<file path="src/rtl/wb_stage_pkg.sv">
// Shared encodings for the MIPS writeback stage: result-select, load types,
// FSM states and the pending-load record held while waiting on data memory.
package wb_stage_pkg;

  typedef enum logic [1:0] {
    WB_ALU  = 2'd0,
    WB_LOAD = 2'd1,
    WB_LINK = 2'd2,
    WB_RSVD = 2'd3
  } wbsel_e;

  typedef enum logic [2:0] {
    LD_LB  = 3'd0,
    LD_LBU = 3'd1,
    LD_LH  = 3'd2,
    LD_LHU = 3'd3,
    LD_LW  = 3'd4
  } ldtype_e;

  typedef enum logic {
    ST_IDLE     = 1'b0,
    ST_WAIT_MEM = 1'b1
  } state_e;

  typedef struct packed {
    logic       regwrite;
    logic [4:0] rd;
    logic [2:0] ldtype;
    logic [1:0] addr_lo;
  } pend_s;

  // $0 is hardwired to zero, so a write to it is suppressed but still retires.
  function automatic logic writes_reg(input logic rw, input logic [4:0] rd);
    return rw & (rd != 5'd0);
  endfunction

endpackage

</file>
<file path="src/rtl/wb_stage_if.sv">
// Bundle of the writeback stage's MEM-side handshake, data-memory return
// channel and RegBank write port.
interface wb_stage_if;
  logic        ex_valid;
  logic        ex_ready;
  logic        ex_regwrite;
  logic [4:0]  ex_rd;
  logic [1:0]  ex_wbsel;
  logic [2:0]  ex_ldtype;
  logic [1:0]  ex_addr_lo;
  logic [31:0] ex_alu_result;
  logic [31:0] ex_link_pc;
  logic        dmem_rvalid;
  logic [31:0] dmem_rdata;
  logic        regwrite;
  logic [4:0]  wreg;
  logic [31:0] WriteData;
  logic        retire;
  logic        protocol_err;

  modport slave (
    input  ex_valid, ex_regwrite, ex_rd, ex_wbsel, ex_ldtype, ex_addr_lo,
           ex_alu_result, ex_link_pc, dmem_rvalid, dmem_rdata,
    output ex_ready, regwrite, wreg, WriteData, retire, protocol_err
  );

  modport master (
    output ex_valid, ex_regwrite, ex_rd, ex_wbsel, ex_ldtype, ex_addr_lo,
           ex_alu_result, ex_link_pc, dmem_rvalid, dmem_rdata,
    input  ex_ready, regwrite, wreg, WriteData, retire, protocol_err
  );
endinterface

</file>
<file path="src/rtl/wb_stage_load_extend.sv">
// Selects the addressed byte/halfword of a little-endian load word and
// sign- or zero-extends it to 32 bits.
module wb_stage_load_extend
  import wb_stage_pkg::*;
(
  input  logic [31:0] rdata_i,
  input  logic [2:0]  ldtype_i,
  input  logic [1:0]  addr_lo_i,
  output logic [31:0] data_o
);

  logic [7:0]  byte_sel;
  logic [15:0] half_sel;

  // NOTE: every combinational output gets a default first so no path can
  // leave it unassigned and infer a latch.
  always_comb begin
    byte_sel = rdata_i[7:0];
    case (addr_lo_i)
      2'd1:    byte_sel = rdata_i[15:8];
      2'd2:    byte_sel = rdata_i[23:16];
      2'd3:    byte_sel = rdata_i[31:24];
      default: byte_sel = rdata_i[7:0];
    endcase
    // Halfword accesses ignore addr bit 0.
    half_sel = addr_lo_i[1] ? rdata_i[31:16] : rdata_i[15:0];

    data_o = rdata_i;
    case (ldtype_i)
      LD_LB:   data_o = {{24{byte_sel[7]}}, byte_sel};
      LD_LBU:  data_o = {24'd0, byte_sel};
      LD_LH:   data_o = {{16{half_sel[15]}}, half_sel};
      LD_LHU:  data_o = {16'd0, half_sel};
      default: data_o = rdata_i;
    endcase
  end

endmodule

</file>
<file path="src/rtl/wb_stage.sv">
// MIPS writeback stage: retires ALU/link results in one cycle, parks loads
// until data memory answers (or times out) and drives RegBank's write port.
module wb_stage
  import wb_stage_pkg::*;
#(
  parameter int unsigned LOAD_TIMEOUT = 16
) (
  input  logic       clk,
  input  logic       rst_n,
  wb_stage_if.slave  bus
);

  localparam int unsigned CNT_W = (LOAD_TIMEOUT > 2) ? $clog2(LOAD_TIMEOUT) : 1;
  localparam logic [CNT_W-1:0] CNT_LAST = CNT_W'(LOAD_TIMEOUT - 1);

  state_e            state_q, state_d;
  logic [CNT_W-1:0]  cnt_q, cnt_d;
  pend_s             pend_q, pend_d;
  logic              regwrite_q, regwrite_d;
  logic [4:0]        wreg_q, wreg_d;
  logic [31:0]       wdata_q, wdata_d;
  logic              retire_q, retire_d;
  logic              perr_q, perr_d;
  logic [31:0]       load_data;

  wb_stage_load_extend u_ext (
    .rdata_i   (bus.dmem_rdata),
    .ldtype_i  (pend_q.ldtype),
    .addr_lo_i (pend_q.addr_lo),
    .data_o    (load_data)
  );

  always_comb begin
    state_d    = state_q;
    cnt_d      = cnt_q;
    pend_d     = pend_q;
    regwrite_d = 1'b0;
    retire_d   = 1'b0;
    wreg_d     = wreg_q;
    wdata_d    = wdata_q;
    perr_d     = perr_q;

    case (state_q)
      ST_IDLE: begin
        // Load data with no load outstanding is a protocol violation; drop it.
        if (bus.dmem_rvalid) perr_d = 1'b1;
        if (bus.ex_valid) begin
          if (bus.ex_wbsel == WB_LOAD) begin
            pend_d.regwrite = bus.ex_regwrite;
            pend_d.rd       = bus.ex_rd;
            pend_d.ldtype   = bus.ex_ldtype;
            pend_d.addr_lo  = bus.ex_addr_lo;
            cnt_d           = '0;
            state_d         = ST_WAIT_MEM;
          end else begin
            regwrite_d = writes_reg(bus.ex_regwrite, bus.ex_rd);
            wreg_d     = bus.ex_rd;
            wdata_d    = (bus.ex_wbsel == WB_LINK) ? bus.ex_link_pc : bus.ex_alu_result;
            retire_d   = 1'b1;
          end
        end
      end
      ST_WAIT_MEM: begin
        if (bus.dmem_rvalid) begin
          regwrite_d = writes_reg(pend_q.regwrite, pend_q.rd);
          wreg_d     = pend_q.rd;
          wdata_d    = load_data;
          retire_d   = 1'b1;
          state_d    = ST_IDLE;
        end else if (cnt_q == CNT_LAST) begin
          // Give up on the load: retire it without a write and flag the error.
          retire_d = 1'b1;
          perr_d   = 1'b1;
          cnt_d    = '0;
          state_d  = ST_IDLE;
        end else begin
          cnt_d = cnt_q + CNT_W'(1);
        end
      end
      default: state_d = ST_IDLE;
    endcase
  end

  // NOTE: state registers use non-blocking assignments so every flop samples
  // the pre-edge value regardless of process evaluation order.
  always_ff @(posedge clk or negedge rst_n) begin
    if (!rst_n) begin
      state_q    <= ST_IDLE;
      cnt_q      <= '0;
      pend_q     <= '0;
      regwrite_q <= 1'b0;
      wreg_q     <= 5'd0;
      wdata_q    <= 32'd0;
      retire_q   <= 1'b0;
      perr_q     <= 1'b0;
    end else begin
      state_q    <= state_d;
      cnt_q      <= cnt_d;
      pend_q     <= pend_d;
      regwrite_q <= regwrite_d;
      wreg_q     <= wreg_d;
      wdata_q    <= wdata_d;
      retire_q   <= retire_d;
      perr_q     <= perr_d;
    end
  end

  assign bus.ex_ready     = (state_q == ST_IDLE);
  assign bus.regwrite     = regwrite_q;
  assign bus.wreg         = wreg_q;
  assign bus.WriteData    = wdata_q;
  assign bus.retire       = retire_q;
  assign bus.protocol_err = perr_q;

endmodule

</file>
<file path="src/flat_wrapper.sv">
// flat-port wrapper written by rule: the top's interface ports become plain ports
module wb_stage_flat import wb_stage_pkg::*;
#(
  parameter int unsigned LOAD_TIMEOUT = 16
)
  (clk, rst_n, bus_ex_valid, bus_ex_regwrite, bus_ex_rd, bus_ex_wbsel, bus_ex_ldtype, bus_ex_addr_lo, bus_ex_alu_result, bus_ex_link_pc, bus_dmem_rvalid, bus_dmem_rdata, bus_ex_ready, bus_regwrite, bus_wreg, bus_WriteData, bus_retire, bus_protocol_err);
  wb_stage_if bus_i ();
  input  logic clk;
  input  logic rst_n;
  input wire logic [$bits(bus_i.ex_valid)-1:0] bus_ex_valid;
  input wire logic [$bits(bus_i.ex_regwrite)-1:0] bus_ex_regwrite;
  input wire logic [$bits(bus_i.ex_rd)-1:0] bus_ex_rd;
  input wire logic [$bits(bus_i.ex_wbsel)-1:0] bus_ex_wbsel;
  input wire logic [$bits(bus_i.ex_ldtype)-1:0] bus_ex_ldtype;
  input wire logic [$bits(bus_i.ex_addr_lo)-1:0] bus_ex_addr_lo;
  input wire logic [$bits(bus_i.ex_alu_result)-1:0] bus_ex_alu_result;
  input wire logic [$bits(bus_i.ex_link_pc)-1:0] bus_ex_link_pc;
  input wire logic [$bits(bus_i.dmem_rvalid)-1:0] bus_dmem_rvalid;
  input wire logic [$bits(bus_i.dmem_rdata)-1:0] bus_dmem_rdata;
  output wire logic [$bits(bus_i.ex_ready)-1:0] bus_ex_ready;
  output wire logic [$bits(bus_i.regwrite)-1:0] bus_regwrite;
  output wire logic [$bits(bus_i.wreg)-1:0] bus_wreg;
  output wire logic [$bits(bus_i.WriteData)-1:0] bus_WriteData;
  output wire logic [$bits(bus_i.retire)-1:0] bus_retire;
  output wire logic [$bits(bus_i.protocol_err)-1:0] bus_protocol_err;
  assign bus_i.ex_valid = bus_ex_valid;
  assign bus_i.ex_regwrite = bus_ex_regwrite;
  assign bus_i.ex_rd = bus_ex_rd;
  assign bus_i.ex_wbsel = bus_ex_wbsel;
  assign bus_i.ex_ldtype = bus_ex_ldtype;
  assign bus_i.ex_addr_lo = bus_ex_addr_lo;
  assign bus_i.ex_alu_result = bus_ex_alu_result;
  assign bus_i.ex_link_pc = bus_ex_link_pc;
  assign bus_i.dmem_rvalid = bus_dmem_rvalid;
  assign bus_i.dmem_rdata = bus_dmem_rdata;
  assign bus_ex_ready = bus_i.ex_ready;
  assign bus_regwrite = bus_i.regwrite;
  assign bus_wreg = bus_i.wreg;
  assign bus_WriteData = bus_i.WriteData;
  assign bus_retire = bus_i.retire;
  assign bus_protocol_err = bus_i.protocol_err;
  wb_stage #(.LOAD_TIMEOUT(LOAD_TIMEOUT)) u_core (.clk(clk), .rst_n(rst_n), .bus(bus_i));
endmodule
</file>
<file path="config.mk">
export PLATFORM = sky130hd
export DESIGN_NAME = wb_stage_flat
export DESIGN_NICKNAME = d
export VERILOG_FILES = /design/src/rtl/wb_stage_pkg.sv /design/src/rtl/wb_stage_if.sv /design/src/rtl/wb_stage_load_extend.sv /design/src/rtl/wb_stage.sv /design/src/flat_wrapper.sv
export SDC_FILE = /design/constraint.sdc
export NUM_CORES = 1
export LEC_CHECK = 0
export BUFFER_PORTS_ARGS = -buffer_cell sky130_fd_sc_hd__buf_2
export CAP_MARGIN = 10
export CORE_MARGIN = 8
export CORE_UTILIZATION = 52
export CTS_CLUSTER_DIAMETER = 200
export DETAILED_ROUTE_END_ITERATION = 16
export PLACE_DENSITY_LB_ADDON = 0.1
export SKIP_CTS_REPAIR_TIMING = 1
export SYNTH_ARGS = -nofsm -noshare
export SYNTH_HDL_FRONTEND = slang
export SYNTH_SLANG_ARGS = --single-unit
export TNS_END_PERCENT = 10
</file>
<file path="constraint.sdc">
create_clock -name clk -period 3.5 [get_ports clk]
set_input_delay 0.7 -clock clk [delete_from_list [all_inputs] [get_ports clk]]
set_output_delay 0.7 -clock clk [all_outputs]
set_load 0.01 [all_outputs]
</file>
==> run summary <==
## STA
* **Post-Route Setup TNS** 0 ns
* **final number of hold-violating endpoints** 0
* **maximum operating frequency** 397 MHz
* **final-report max-slew violation count** 0
* **Tightest Pin Transition** 0.880 ns
* **final critical-path required period** 2.52 ns
* **minimum hold slack** 0.308 ns
* **clock skew** 0.00567 ns
* **portion of the clock cycle consumed by the worst path in the final layout** 71.9%
* **Setup violations, final** 0
* **worst max-slew margin expressed relative to the limit** 41.3%
* **RSZ-0062 raised after global routing** no

## Global routing
* **total gr overflow** 0
* **maximum number of pins on one net before global-route repair** 38
* **Tot GR Track Use** 21.4%
* **global-route wire length before repair** 16,900 µm
* **number of global-route vias before repair** 3,297
* **antenna violations before repair** 0

## CTS
* **clock sinks** 56
* **depth of the CTS H-tree** 2
* **Inserted Clock Buffers** 5
* **Clock Tree Root** clkbuf_8
* **clock tree from TritonCTS** built
* **clock latency at the later pin of the worst-skew pair** 0.32 ns
* **maximum clock path buffer count** 2
* **Clk pin slew, worst setup/hold paths** 0.11 ns

## Route
* **routed length per placed instance** 18.1 µm
* **average via count per standard cell** 5.72
* **final routed wirelength across all metal layers** 10,600 µm
* **drt initial violations** 170
* **DR DRC count** 0
* **DRT Pass-1 Iters** 5
* **vias after detailed routing** 3,331
* **post-route ant nets** 0

## Setup path
* **worst flop-to-flop path endpoint** u_core.bus.WriteData[24]
* **Setup crit end kind** output pin
* **critical path start-end classification** register to output pin
* **arrival time of data at the critical path endpoint** 1.82 ns
* **minimum setup slack among reg-to-reg paths** 1.15 ns
* **highest fanout seen on the critical path** 21
* **source of the worst register-to-register timing path** u_core.state_q
* **startpoint class of the critical path** register
* **worst r2r path cells** 5
* **worst path required time** 2.80 ns

## Floorplanning
* **starting density of the core** 54.3%
* **die height** 97.6 µm
* **Ports** 154
* **DIE AREA** 9530 µm²
* **Die Width** 97.6 µm
* **area of the core** 6390 µm²
* **row count** 29

## Job
* **max-cap violations** 0

## Run status
* **status** finished, final reports clean

## Logic synthesis
* **syn avg cell area** 9.42 µm²
* **number of storage elements in the synthesis netlist** 56
* **area of the mapped netlist** 3470 µm²
* **Async S/R FF share, synth** 100%
* **main area contributors after synthesis** dfrtp_1 40%, mux2_2 14%, nand2_1 4.9%, mux2i_1 4.6%, a211oi_1 3.7%
* **proportion of synthesized chip area in sequential cells** 40.4%
* **number of different library cells in the post-synthesis netlist** 37
* **number of nets produced by synthesis** 482
* **cell count after synthesis** 368
* **number of synthesized flops with an enable pin** 0
* **library cell with the highest instance count after synthesis** dfrtp_1
* **warning count from the yosys run** 0
* **largest area contributor in the netlist** dfrtp_1
* **Synth top area share** 40.4%
* **top cells by instance count after synthesis** 56 x dfrtp_1, 45 x nand2_1, 43 x mux2_2
* **Most used DFF post-synth** dfrtp_1

## Power and ir drop
* **Worst IR Drop VDD** 0.325 mV
* **power density relative to cell area** 476 nW/µm²
* **leakage power** 2.12 nW

## Worst hold path
* **type of the most critical hold path** input port to asynchronous set/reset pin

## Final layout
* **antenna diode instance count** 0
* **layout cell share with drive strength beyond 1** 43.8%
* **nets** 618
* **synthesis-to-layout area growth** 25.1%

## Place
* **GP Congestion** 0.871
* **port bufs** 153
* **HPWL after DPL** 8180 µm

## worst max-delay path, stage by stage (launching register included)
cell and delay (ns):
dfrtp_1 0.82, inv_1 0.41, buf_2 0.25
## kinds of logic (layout without fill, tap and decap cells)
| logic type | Yosys count | count (layout) | share of synthesized area [%] |
|---|---|---|---|
| adders and majority gates | 1 | 1 | 0.361 |
| buffers and inverters | 46 | 183 | 6.06 |
| muxes | 62 | 62 | 20.1 |
| DFF | 56 | 56 | 40.4 |
| and+or+nand+nor | 111 | 111 | 14.2 |
| AOI/OAI and AO/OA | 92 | 92 | 18.8 |
## cell usage in the layout, fill, tap and decap left out, types with 8 or more instances in the layout
master and count:
dfrtp_1 56, buf_2 153, a211oi_1 17, a211o_1 8, o21ai_0 23, mux2i_1 16
nand2_1 45, a21oi_1 14, inv_1 15, mux2_2 43, nor3_1 24, nor2_1 27
## cell type report
| type | instances | area (µm²) |
|---|---|---|
| clock buffer | 5 | 68.8 |
| clock inverter | 3 | 25.0 |
| fill | 551 | 2050 |
| inverter | 15 | 56.3 |
| multi-input combinational | 266 | 1870 |
| sequential | 56 | 1400 |
| tap | 77 | 96.3 |
| timing repair buffer | 160 | 818 |
## sequential cells by signal (all words and copies together) (netlist names)
| register | flops |
|---|---|
| u_core.bus.WriteData | 32 |
| u_core.bus.wreg | 5 |
| u_core.bus.regwrite | 1 |
| u_core.bus.retire | 1 |
| u_core.bus.protocol_err | 1 |
| u_core.state_q | 1 |
| u_core.pend_q | 11 |
| u_core.cnt_q | 4 |
## power by group
part	internal [mW]	switching [mW]
registers	0.798	0.130
logic	0.351	0.407
clock network	0.147	0.232
total	1.30	0.770
## stage by stage
step	instance area (µm²)	cells	setup slack, ns	utilization, %	power [mW]
final	4330	582	0.984	67.9	2.06
after global routing	4330	582	0.909	67.9	2.20
after global placement	4240	574	1.19	66.4	1.68
after floorplan	3470	368	1.63	-	1.40
after CTS	4330	582	0.993	67.9	2.08
after detailed placement	4240	574	1.12	66.4	1.70
## how the worst max path moves through the flow
stage,to,cells after the start,startpoint
after global placement,u_core.bus.WriteData[22],6,bus_dmem_rvalid
after detailed placement,u_core.bus.WriteData[27],6,bus_dmem_rvalid
after global routing,bus_ex_ready,2,u_core.state_q
final,bus_ex_ready,2,u_core.state_q
after CTS,bus_ex_ready,2,u_core.state_q
after floorplan,u_core.bus.WriteData[6],6,bus_ex_wbsel[0]
## per-layer routing
layer | routed length (µm) | up-vias | GRT usage, %
met5 | 0 | - | 0
met4 | 106 | 0 | 4.90
met3 | 820 | 10 | 5.55
met2 | 5050 | 154 | 33.9
met1 | 4590 | 1560 | 28.5
li1 | - | 1607 | -
No activity file was read; power rests on OpenSTA's default activity.
